--- src/rtl/mul_hilo_sequencer_if.sv ---
// Multiply/mfhi-mflo bus between decode/execute control and the HI/LO sequencer.
// Latency and backpressure are owned by the sequencer; stall is the only throttle.
interface mul_hilo_sequencer_if #(
  parameter int WIDTH = 16
);
  logic             start;
  logic             signed_op;
  logic [WIDTH-1:0] op_a;
  logic [WIDTH-1:0] op_b;
  logic             flush;
  logic             mf_req;
  logic             mf_hi;
  logic             busy;
  logic             stall;
  logic             done;
  logic [WIDTH-1:0] hi;
  logic [WIDTH-1:0] lo;
  logic [WIDTH-1:0] mf_data;

  modport master (
    output start, signed_op, op_a, op_b, flush, mf_req, mf_hi,
    input  busy, stall, done, hi, lo, mf_data
  );

  modport slave (
    input  start, signed_op, op_a, op_b, flush, mf_req, mf_hi,
    output busy, stall, done, hi, lo, mf_data
  );
endinterface

--- src/rtl/mul_hilo_sequencer.sv ---
// Radix-2 shift-add multiplier owning HI/LO; WIDTH+1 busy cycles, result and done after edge WIDTH+1.
// No queueing: start while busy is dropped, stall holds decode; flush aborts without touching HI/LO.
module mul_hilo_sequencer #(
  parameter int WIDTH = 16,
  parameter int CNT_W = 5
) (
  input  logic                 clk,
  input  logic                 rst_n,
  mul_hilo_sequencer_if.slave  bus
);

  typedef enum logic [1:0] {IDLE, CALC, FIX} state_t;

  localparam logic [CNT_W-1:0] LAST_ITER = CNT_W'(WIDTH - 1);

  state_t             state;
  state_t             state_nxt;
  logic [WIDTH-1:0]   mcand;
  logic [WIDTH-1:0]   mplier;
  logic [2*WIDTH-1:0] acc;
  logic [CNT_W-1:0]   cnt;
  logic               neg;
  logic [WIDTH-1:0]   hi_q;
  logic [WIDTH-1:0]   lo_q;
  logic               done_q;

  logic               accept;
  logic [WIDTH-1:0]   a_mag;
  logic [WIDTH-1:0]   b_mag;
  logic [WIDTH:0]     sum;
  logic [2*WIDTH-1:0] product;

  // Negating the most-negative value wraps back to itself, which is the correct unsigned magnitude.
  always_comb begin
    accept  = (state == IDLE) && bus.start && !bus.flush;
    a_mag   = (bus.signed_op && bus.op_a[WIDTH-1]) ? -bus.op_a : bus.op_a;
    b_mag   = (bus.signed_op && bus.op_b[WIDTH-1]) ? -bus.op_b : bus.op_b;
    sum     = {1'b0, acc[2*WIDTH-1:WIDTH]} + (mplier[0] ? {1'b0, mcand} : '0);
    product = neg ? -acc : acc;
  end

  always_ff @(posedge clk or negedge rst_n) begin
    if (!rst_n) begin
      state <= IDLE;
    end else begin
      state <= state_nxt;
    end
  end

  always_comb begin
    state_nxt = state;
    case (state)
      IDLE:    if (accept) state_nxt = CALC;
      CALC:    if (cnt == LAST_ITER) state_nxt = FIX;
      FIX:     state_nxt = IDLE;
      default: state_nxt = IDLE;
    endcase
    if (bus.flush) state_nxt = IDLE;
  end

  always_ff @(posedge clk or negedge rst_n) begin
    if (!rst_n) begin
      mcand  <= '0;
      mplier <= '0;
      acc    <= '0;
      cnt    <= '0;
      neg    <= 1'b0;
      hi_q   <= '0;
      lo_q   <= '0;
      done_q <= 1'b0;
    end else begin
      done_q <= (state == FIX) && !bus.flush;
      if (accept) begin
        mcand  <= a_mag;
        mplier <= b_mag;
        neg    <= bus.signed_op & (bus.op_a[WIDTH-1] ^ bus.op_b[WIDTH-1]);
        acc    <= '0;
        cnt    <= '0;
      end else if (state == CALC && !bus.flush) begin
        // Carry out of the upper-half add shifts into the top bit.
        acc    <= {sum, acc[WIDTH-1:1]};
        mplier <= mplier >> 1;
        cnt    <= cnt + CNT_W'(1);
      end
      if (state == FIX && !bus.flush) begin
        hi_q <= product[2*WIDTH-1:WIDTH];
        lo_q <= product[WIDTH-1:0];
      end
    end
  end

  always_comb begin
    bus.busy    = (state != IDLE);
    bus.stall   = bus.busy | (bus.mf_req & bus.busy);
    bus.done    = done_q;
    bus.hi      = hi_q;
    bus.lo      = lo_q;
    bus.mf_data = bus.mf_hi ? hi_q : lo_q;
  end

endmodule

--- src/flat_wrapper.sv ---
// flat-port wrapper written by rule: the top's interface ports become plain ports
module mul_hilo_sequencer_flat 
#(
  parameter int WIDTH = 16,
  parameter int CNT_W = 5
)
  (clk, rst_n, bus_start, bus_signed_op, bus_op_a, bus_op_b, bus_flush, bus_mf_req, bus_mf_hi, bus_busy, bus_stall, bus_done, bus_hi, bus_lo, bus_mf_data);
  mul_hilo_sequencer_if #(.WIDTH(WIDTH)) bus_i ();
  input  logic clk;
  input  logic rst_n;
  input wire logic [$bits(bus_i.start)-1:0] bus_start;
  input wire logic [$bits(bus_i.signed_op)-1:0] bus_signed_op;
  input wire logic [$bits(bus_i.op_a)-1:0] bus_op_a;
  input wire logic [$bits(bus_i.op_b)-1:0] bus_op_b;
  input wire logic [$bits(bus_i.flush)-1:0] bus_flush;
  input wire logic [$bits(bus_i.mf_req)-1:0] bus_mf_req;
  input wire logic [$bits(bus_i.mf_hi)-1:0] bus_mf_hi;
  output wire logic [$bits(bus_i.busy)-1:0] bus_busy;
  output wire logic [$bits(bus_i.stall)-1:0] bus_stall;
  output wire logic [$bits(bus_i.done)-1:0] bus_done;
  output wire logic [$bits(bus_i.hi)-1:0] bus_hi;
  output wire logic [$bits(bus_i.lo)-1:0] bus_lo;
  output wire logic [$bits(bus_i.mf_data)-1:0] bus_mf_data;
  assign bus_i.start = bus_start;
  assign bus_i.signed_op = bus_signed_op;
  assign bus_i.op_a = bus_op_a;
  assign bus_i.op_b = bus_op_b;
  assign bus_i.flush = bus_flush;
  assign bus_i.mf_req = bus_mf_req;
  assign bus_i.mf_hi = bus_mf_hi;
  assign bus_busy = bus_i.busy;
  assign bus_stall = bus_i.stall;
  assign bus_done = bus_i.done;
  assign bus_hi = bus_i.hi;
  assign bus_lo = bus_i.lo;
  assign bus_mf_data = bus_i.mf_data;
  mul_hilo_sequencer #(.WIDTH(WIDTH), .CNT_W(CNT_W)) u_core (.clk(clk), .rst_n(rst_n), .bus(bus_i));
endmodule
--- config.mk ---
export PLATFORM = sky130hd
export DESIGN_NAME = mul_hilo_sequencer_flat
export DESIGN_NICKNAME = d
export VERILOG_FILES = /design/src/rtl/mul_hilo_sequencer_if.sv /design/src/rtl/mul_hilo_sequencer.sv /design/src/flat_wrapper.sv
export SDC_FILE = /design/constraint.sdc
export NUM_CORES = 1
export LEC_CHECK = 0
export CORE_ASPECT_RATIO = 0.6
export CORE_MARGIN = 3
export CORE_UTILIZATION = 45
export DETAILED_ROUTE_END_ITERATION = 16
export PLACE_DENSITY_LB_ADDON = 0.15
export SLEW_MARGIN = 15
export SYNTH_ARGS = -nofsm -noshare
export SYNTH_HDL_FRONTEND = slang
export SYNTH_SLANG_ARGS = --single-unit
--- constraint.sdc ---
create_clock -name clk -period 5.4 [get_ports clk]
set_clock_uncertainty 0.05 [all_clocks]
set_input_delay 1.08 -clock clk [delete_from_list [all_inputs] [get_ports clk]]
set_output_delay 1.08 -clock clk [all_outputs]
set_load 0.01 [all_outputs]
==> After elaboration in Yosys (flattened, before gate mapping) <==
Index checks and enable logic that the tools add are counted.
{ "word_totals": {"regBits": 105, "inputBits": 39, "out_inout_bits": 51, "word_cells": 49} }
{ "classes": {"n_addsub": 5, "n_eq_ne": 5, "muxes": 15, "bitwise_logic": 4, "reduce_logical": 11} }
{ "op_table": {"columns": ["cell", "n"], "rows": [
  ["16-bit 2-to-1 mux", 6],
  ["32-bit 2-to-1 mux", 3],
  ["16-bit negator", 2],
  ["32-bit negator", 1],
  ["16-bit by 17-bit adder with 17-bit output", 1],
  ["5-bit 2-to-1 mux", 2],
  ["1-bit logical AND", 6],
  ["2-bit 2-to-1 mux", 3],
  ["3-bit by 2-bit inequality test with 1-bit output (second input constant)", 2],
  ["5-bit by 1-bit adder with 5-bit output (second input constant)", 1],
  ["5-bit by 4-bit == test with 1-bit output (second input constant)", 1],
  ["2-bit case mux with 2 select lines", 1],
  ["2-bit nonzero test", 2],
  ["1-bit bitwise AND", 2],
  ["2-bit by 1-bit == test with 1-bit output (second input constant)", 1],
  ["2-bit == test (second input constant)", 1],
  ["2-bit logical NOT", 1],
  ["2-bit AND reduction", 1],
  ["1-bit logical NOT", 1],
  ["1-bit OR", 1],
  ["1-bit XOR", 1]
]} }

==> Depth between registers and ports, before layout <==
Gate-level depths: netlist (run 1).
{ "logic_depth": {"word_depth": 6, "mapped_depth": 9, "ltp_nobuf": 8} }

==> Least setup slack after synthesis (run 1) <==
OpenSTA, ideal clock, no wires.
{ "synth_timing": {"path_type": "input port to output port", "from": "input port bus_mf_hi", "to": "output port bus_mf_data[10]", "arrival_time_ns": 2.079, "required_time_ns": 4.270, "setup_slack_ns": 2.191, "stages": 3, "n_path_buf": 2, "path_cell_list": "clkbuf_1 -> clkbuf_1 -> mux2_2"} }
{ "synth_via": {"elab_chain_cells": 1} }
{ "synth_rtl": {"columns": ["item", "line", "text"], "rows": [
  ["start: declaration", "flat_wrapper.sv:17", "input wire logic [$bits(bus_i.mf_hi)-1:0] bus_mf_hi;"],
  ["16-bit 2-to-1 mux", "mul_hilo_sequencer.sv:98", "bus.mf_data = bus.mf_hi ? hi_q : lo_q;"],
  ["end: declaration", "flat_wrapper.sv:23", "output wire logic [$bits(bus_i.mf_data)-1:0] bus_mf_data;"]
]} }
No other way between the ends.

==> Final worst setup path (run 1) <==
{ "layout_timing": {"from": "input port bus_mf_hi", "to": "output port bus_mf_data[14]"} }
The elaborated chain is that of the path after synthesis.

==> results of run 1 <==
## power by group through the flow
stage          Clock, µW  Combinational [µW]  Sequential [µW]
2_1_floorplan          0                 593              990
3_3_place_gp           0                 784             1030
3_5_place_dp           0                 809             1040
4_1_cts              718                 813             1020
5_1_grt              747                 913             1040
6_report             707                 819             1030
## metrics by stage
stage          utilization [%]  instances  area, µm²  setup WS (ns)
2_1_floorplan                -        765       6595          2.191
3_3_place_gp             54.33       1007       7605          1.392
3_5_place_dp             54.33       1007       7605          1.339
4_1_cts                  56.62       1023       7925          1.336
5_1_grt                  56.62       1023       7925          1.285
6_report                 56.62       1023       7925          1.352
## final cells by class
| type | count | share of cell area, % |
|---|---|---|
| Inverter | 15 | 0.7105 |
| Sequential cell | 105 | 33.15 |
| Multi-Input combinational cell | 600 | 47.32 |
| Clock inverter | 7 | 1.200 |
| Timing Repair Buffer | 95 | 11.75 |
| Clock buffer | 9 | 2.842 |
| Tap cell | 192 | 3.031 |
## registers in the layout, indices dropped and copies added, names as in the netlist
name             count
u_core.bus.hi       16
u_core.neg           1
u_core.state         2
u_core.mcand        16
u_core.bus.done      1
u_core.mplier       16
u_core.acc          32
u_core.bus.lo       16
u_core.cnt           5
## synthesized netlist by cell type (all sizes together), types with 10 or more instances
master / count / area (µm²)
clkbuf: 40 / 150.1
mux2: 20 / 225.2
ha: 21 / 262.8
nor3: 14 / 70.07
nor3b: 10 / 75.07
xor2: 36 / 315.3
a31oi: 15 / 93.84
nand3: 16 / 80.08
dfrtp: 105 / 2628
xnor2: 22 / 192.7
inv: 15 / 56.30
a21oi: 50 / 250.2
nand2: 138 / 518.0
o21ai: 72 / 360.3
and2: 21 / 131.4
nor2: 45 / 168.9
or4: 11 / 101.3
## worst max-delay path, stage by stage
cell,delay [ns]
clkdlybuf4s50_1,0.92
mux2_2,0.41
clkdlybuf4s50_1,0.50
## worst paths after layout
| kind | startpoint | to | slack, ns | cells after the start |
|---|---|---|---|---|
| worst min register to register | u_core.mcand[6]$_DFFE_PN0P_ | u_core.mcand[6]$_DFFE_PN0P_ | 0.43 | 2 |
| worst max-delay path | bus_mf_hi | bus_mf_data[14] | 1.35 | 3 |
| max in group asynchronous | rst_n | u_core.mcand[10]$_DFFE_PN0P_ | 3.53 | 2 |
| min in group asynchronous | rst_n | u_core.acc[30]$_DFFE_PN0P_ | 0.79 | 1 |
| worst min-delay path | u_core.mcand[6]$_DFFE_PN0P_ | u_core.mcand[6]$_DFFE_PN0P_ | 0.43 | 2 |
| worst max register to register | u_core.mplier[0]$_DFFE_PN0P_ | u_core.acc[31]$_DFFE_PN0P_ | 1.88 | 8 |
## layer usage
layer  up-vias  global-route usage, %  part of all wire [%]
li1       2840                      -                     -
met3        13                  4.289                   6.0
met2       181                  31.47                    40
met5         -                      0                     0
met1      2891                  36.97                    53
met4         0                  3.866                  0.81
## kinds of logic after synthesis
| logic type | count (synthesis) | share of synthesized area (%) |
|---|---|---|
| AOI/OAI and AO/OA | 188 | 17.49 |
| xor gates and xnor gates | 58 | 7.702 |
| adders and majority gates | 22 | 4.288 |
| buffers and inverters | 60 | 3.586 |
| DFF | 105 | 39.84 |
| muxes | 27 | 4.477 |
| and+or+nand+nor | 305 | 22.61 |
==> metrics.md, run 1 <==
| Metric | Value |
|---|---|
| Antenna cells | 0 |
| RD Place Congestion | 0.8623 |
| Overall power | 2554 µW |
| Pwr dens | 322.3 mW/mm² |
| CP Capture Type | output pin |
| Vias | 5925 |
| CTS tree | built |
| Fmax | 247.0 MHz |
| DRC viols | 0 |
| Synth unique cells | 59 |
| Pre-Repair DR Iteration Count | 5 |
| Fin. Hold Viols | 0 |
| P&R area growth vs syn | 20.17% |
| Clock sink count | 105 |
| Total Negative Setup Slacks | 0 ns |
| Cts bufs inserted | 9 |
| Maximum VDD drop | 0.1694 mV |
| Total gr overflow | 0 |
| PortBufs | 88 |
| RSZ-0062 raised after global routing | no |
| WL final | 18.06 mm |
| Net Count, Synth | 826 |
| Layout cells sized above 1 | 7.702% |
| Row cnt | 33 |
| Int Pwr | 1618 µW |
| Final ANT Viol Nets | 0 |
| Vias in the first global route | 5559 |
| Initial Util | 47.12% |
| Die X | 162.3 µm |
| Async SR Flop Fraction | 100.0% |
| Critical Path Start Type | primary input |
| Tightest Hold Check Type | reg2reg |
| Gr usage total | 22.76% |
| Net Switching | 936.7 µW |
| Clock latency on the worst-skew pair | 0.36 ns |
| Sequential Power Share | 40.2% |
| Slew headroom | 26.84% |
| Worst EP arrival | 2.92 ns |
| Syn. warnings | 0 |
| Comb power frac | 32.1% |
| Slew @ Worst Pin | 1.070 ns |
| Register area | 0.002628 mm² |
| Post-synthesis register bit count | 105 |
| Cts repair resizes | 0 |
| Clk buf depth | 2 |
| Post-synth EDFFs | 0 |
| Sw Ratio | 36.67% |
| Period Utilization, post-route | 74.96% |
| Max-cap violations | 0 |
| Clk slew on worst S/H paths | 0.08 ns |
| Final nets | 887 |
| 1st-iter DRT viols | 471 |
| Leakage | 0.003452 µW |
| Root Driver | clkbuf_16 |
| Post-route minimum period | 4.048 ns |
| Area of the multi-input gates | 0.003750 mm² |
| Full die area | 0.01619 mm² |
| Synth Instances | 765 |
| CP Class | in2out |
| Fillers | 1218 |
| Initial antenna violation count | 0 |
| WL/cell | 17.65 µm |
| Status | complete, no violations |
| Number of setup buffers added after CTS | 0 |
| Cell area after synthesis | 0.006595 mm² |
| HPWL Detailed | 13.42 mm |
| Worst Path Required | 4.27 ns |
| Die Y-Extent | 99.78 µm |
| Mean Syn Cell Area | 8.621 µm² |
| Top_reg_cell synth | dfrtp_1 |
| Most frequent cells in the layout | nand2_1 (137), dfrtp_1 (105), clkdlybuf4s50_1 (87) |
| Core Area | 0.01400 mm² |
| CTS Hold Bufs | 0 |
| Clock share of power | 27.7% |
| Commonest non-fill, non-tap cell in the layout | nand2_1 |
| Post-synthesis sequential area ratio | 39.84% |
| Final Max Tran Viols | 0 |
| Global-route wire length before repair | 29.68 mm |
| Worst Path Max Fanout | 16 |
| H-tree levels | 3 |
| Final setup violation count | 0 |
| Hold Slack | 0.4251 ns |
| # IOs | 90 |
| Largest net degree at the start of global routing | 73 |
| Via density | 5.792 |
Note: power is estimated with default switching activity, not from simulation.
==> inputs of run 2 (changes only) <==
Clock period 5.4 ns to 3.32 ns, I/O delays scaled along.
==> run 2 against run 1 <==
Net effect: flip-flop and latch count is the same; wire length increased by 0.99%; sequential power grew 61%; core utilization grew 0.50 points; combinational power grew 67%; cell area rose by 0.88%; setup slack got worse by 0.96 ns; largest power group unchanged; highest routed layer unchanged.
==> metrics.md, run 2 (same netlist as run 1, synthesis figures left out) <==
| Metric | Value |
|---|---|
| Status | complete, no violations |
| Total gr overflow | 0 |
| Commonest non-fill, non-tap cell in the layout | nand2_1 |
| Fmax | 341.4 MHz |
| Clk buf depth | 2 |
| Final Max Tran Viols | 0 |
| Critical Path Start Type | primary input |
| Fin. Hold Viols | 0 |
| Period Utilization, post-route | 88.23% |
| Net Switching | 1496 µW |
| Row cnt | 33 |
| Most frequent cells in the layout | nand2_1 (137), dfrtp_1 (105), clkdlybuf4s50_1 (87) |
| P&R area growth vs syn | 21.23% |
| Largest net degree at the start of global routing | 69 |
| DRC viols | 0 |
| RSZ-0062 raised after global routing | no |
| Die Y-Extent | 99.78 µm |
| RD Place Congestion | 0.8486 |
| H-tree levels | 3 |
| Int Pwr | 2561 µW |
| Clock share of power | 25.2% |
| Number of setup buffers added after CTS | 0 |
| Leakage | 0.003502 µW |
| Clock latency on the worst-skew pair | 0.36 ns |
| Most flop-heavy register | u_core.acc |
| Via density | 5.677 |
| Pwr dens | 507.3 mW/mm² |
| Total Negative Setup Slacks | 0 ns |
| Pre-Repair DR Iteration Count | 5 |
| Core Area | 0.01400 mm² |
| Initial Util | 47.12% |
| Post-place instance area | 0.007717 mm² |
| Max-cap violations | 0 |
| Tightest Hold Check Type | in2async |
| Final nets | 899 |
| Maximum VDD drop | 0.2734 mV |
| 1st-iter DRT viols | 556 |
| Cts repair resizes | 0 |
| Sw Ratio | 36.87% |
| R2R depth | 7 |
| Clock sink count | 105 |
| Area of the multi-input gates | 0.003747 mm² |
| Worst Path Required | 2.61 ns |
| HPWL Detailed | 13.72 mm |
| Final design area excluding fillers | 0.007995 mm² |
| Global-route wire length before repair | 29.61 mm |
| Comb power frac | 33.8% |
| Post-route minimum period | 2.929 ns |
| Post-layout util | 57.12% |
| Full die area | 0.01619 mm² |
| Die X | 162.3 µm |
| Slew @ Worst Pin | 0.9169 ns |
| Worst EP arrival | 2.22 ns |
| CP Class | in2out |
| PortBufs | 88 |
| Slew headroom | 38.87% |
| Flop-to-flop setup slack | 0.47 ns |
| Layout cells sized above 1 | 8.897% |
| Fillers | 1237 |
| CTS tree | built |
| # IOs | 90 |
| CTS Hold Bufs | 0 |
| Clk slew on worst S/H paths | 0.07 ns |
| CP Capture Type | output pin |
| Worst Path Max Fanout | 16 |
| Register area | 0.002628 mm² |
| Antenna cells | 0 |
| Overall power | 4056 µW |
| Final setup violation count | 0 |
| Cts bufs inserted | 9 |
| WL/cell | 17.62 µm |
| Vias | 5876 |
| Root Driver | clkbuf_16 |
| Initial antenna violation count | 0 |
| Sequential Power Share | 41.0% |
| Final ANT Viol Nets | 0 |
| Vias in the first global route | 5370 |
| WL final | 18.24 mm |
| Max FFs per register | 32 |
| Gr usage total | 23.08% |
[run 2: changes by cell type in the layout (fill, tap and decap cells not counted)]
cell       delta
buf_12        +2
buf_4        +10
bufinv_16     -1
clkinv_2      +3
clkinv_8      -1
inv_8         -1
nor2_1        +1
nor2_2        -1
[run 2: area by class of cell]
class | instances | share of cell area (%)
Sequential cell | 105 | 32.86
Timing Repair Buffer | 107 | 13.08
Tap cell | 192 | 3.005
Clock buffer | 9 | 2.817
Inverter | 15 | 0.7042
Multi-Input combinational cell | 600 | 46.87
Clock inverter | 7 | 0.6573
[run 2: final timing paths]
check                                             startpoint                             to
max in group asynchronous                              rst_n  u_core.mplier[11]$_DFFE_PN0P_
worst min register to register   u_core.mcand[7]$_DFFE_PN0P_    u_core.mcand[7]$_DFFE_PN0P_
min in group clk                 u_core.mcand[7]$_DFFE_PN0P_    u_core.mcand[7]$_DFFE_PN0P_
worst max register to register  u_core.mplier[0]$_DFFE_PN0P_     u_core.acc[28]$_DFFE_PN0P_
worst max-delay path                               bus_mf_hi                bus_mf_data[14]
worst min-delay path                                   rst_n      u_core.cnt[0]$_DFFE_PN0P_
[run 2: metal layers]
layer,vias up,share of wire (%),global-route usage [%]
li1,2860,-,-
met1,2837,54,38.92
met2,168,39,30.38
met3,11,6.2,4.165
met4,0,0.70,3.735
met5,-,0,0
[run 2: power by group through the flow]
stage	Sequential [µW]	Combinational (µW)	Clock [µW]
final	1660	1370	1020
after global routing	1690	1510	1100
after CTS	1660	1360	1040
after detailed placement	1680	1350	0
after global placement	1670	1320	0
after floorplan	1610	965	0
[run 2: through the flow]
step / std cells / worst slack, ns / hold WS [ns]
after detailed placement: 1019 / 0.3785 / 0.4151
after floorplan: 765 / 0.5421 / 0.3184
after global routing: 1035 / 0.2063 / 0.4262
after CTS: 1035 / 0.3796 / 0.4076
final: 1035 / 0.3909 / 0.3538
after global placement: 1019 / 0.4258 / 0.4051
[run 2: critical path, cell delays in order]
cell and delay [ns]:
clkdlybuf4s50_1 0.45, buf_4 0.23, mux2_2 0.37, clkdlybuf4s50_1 0.50
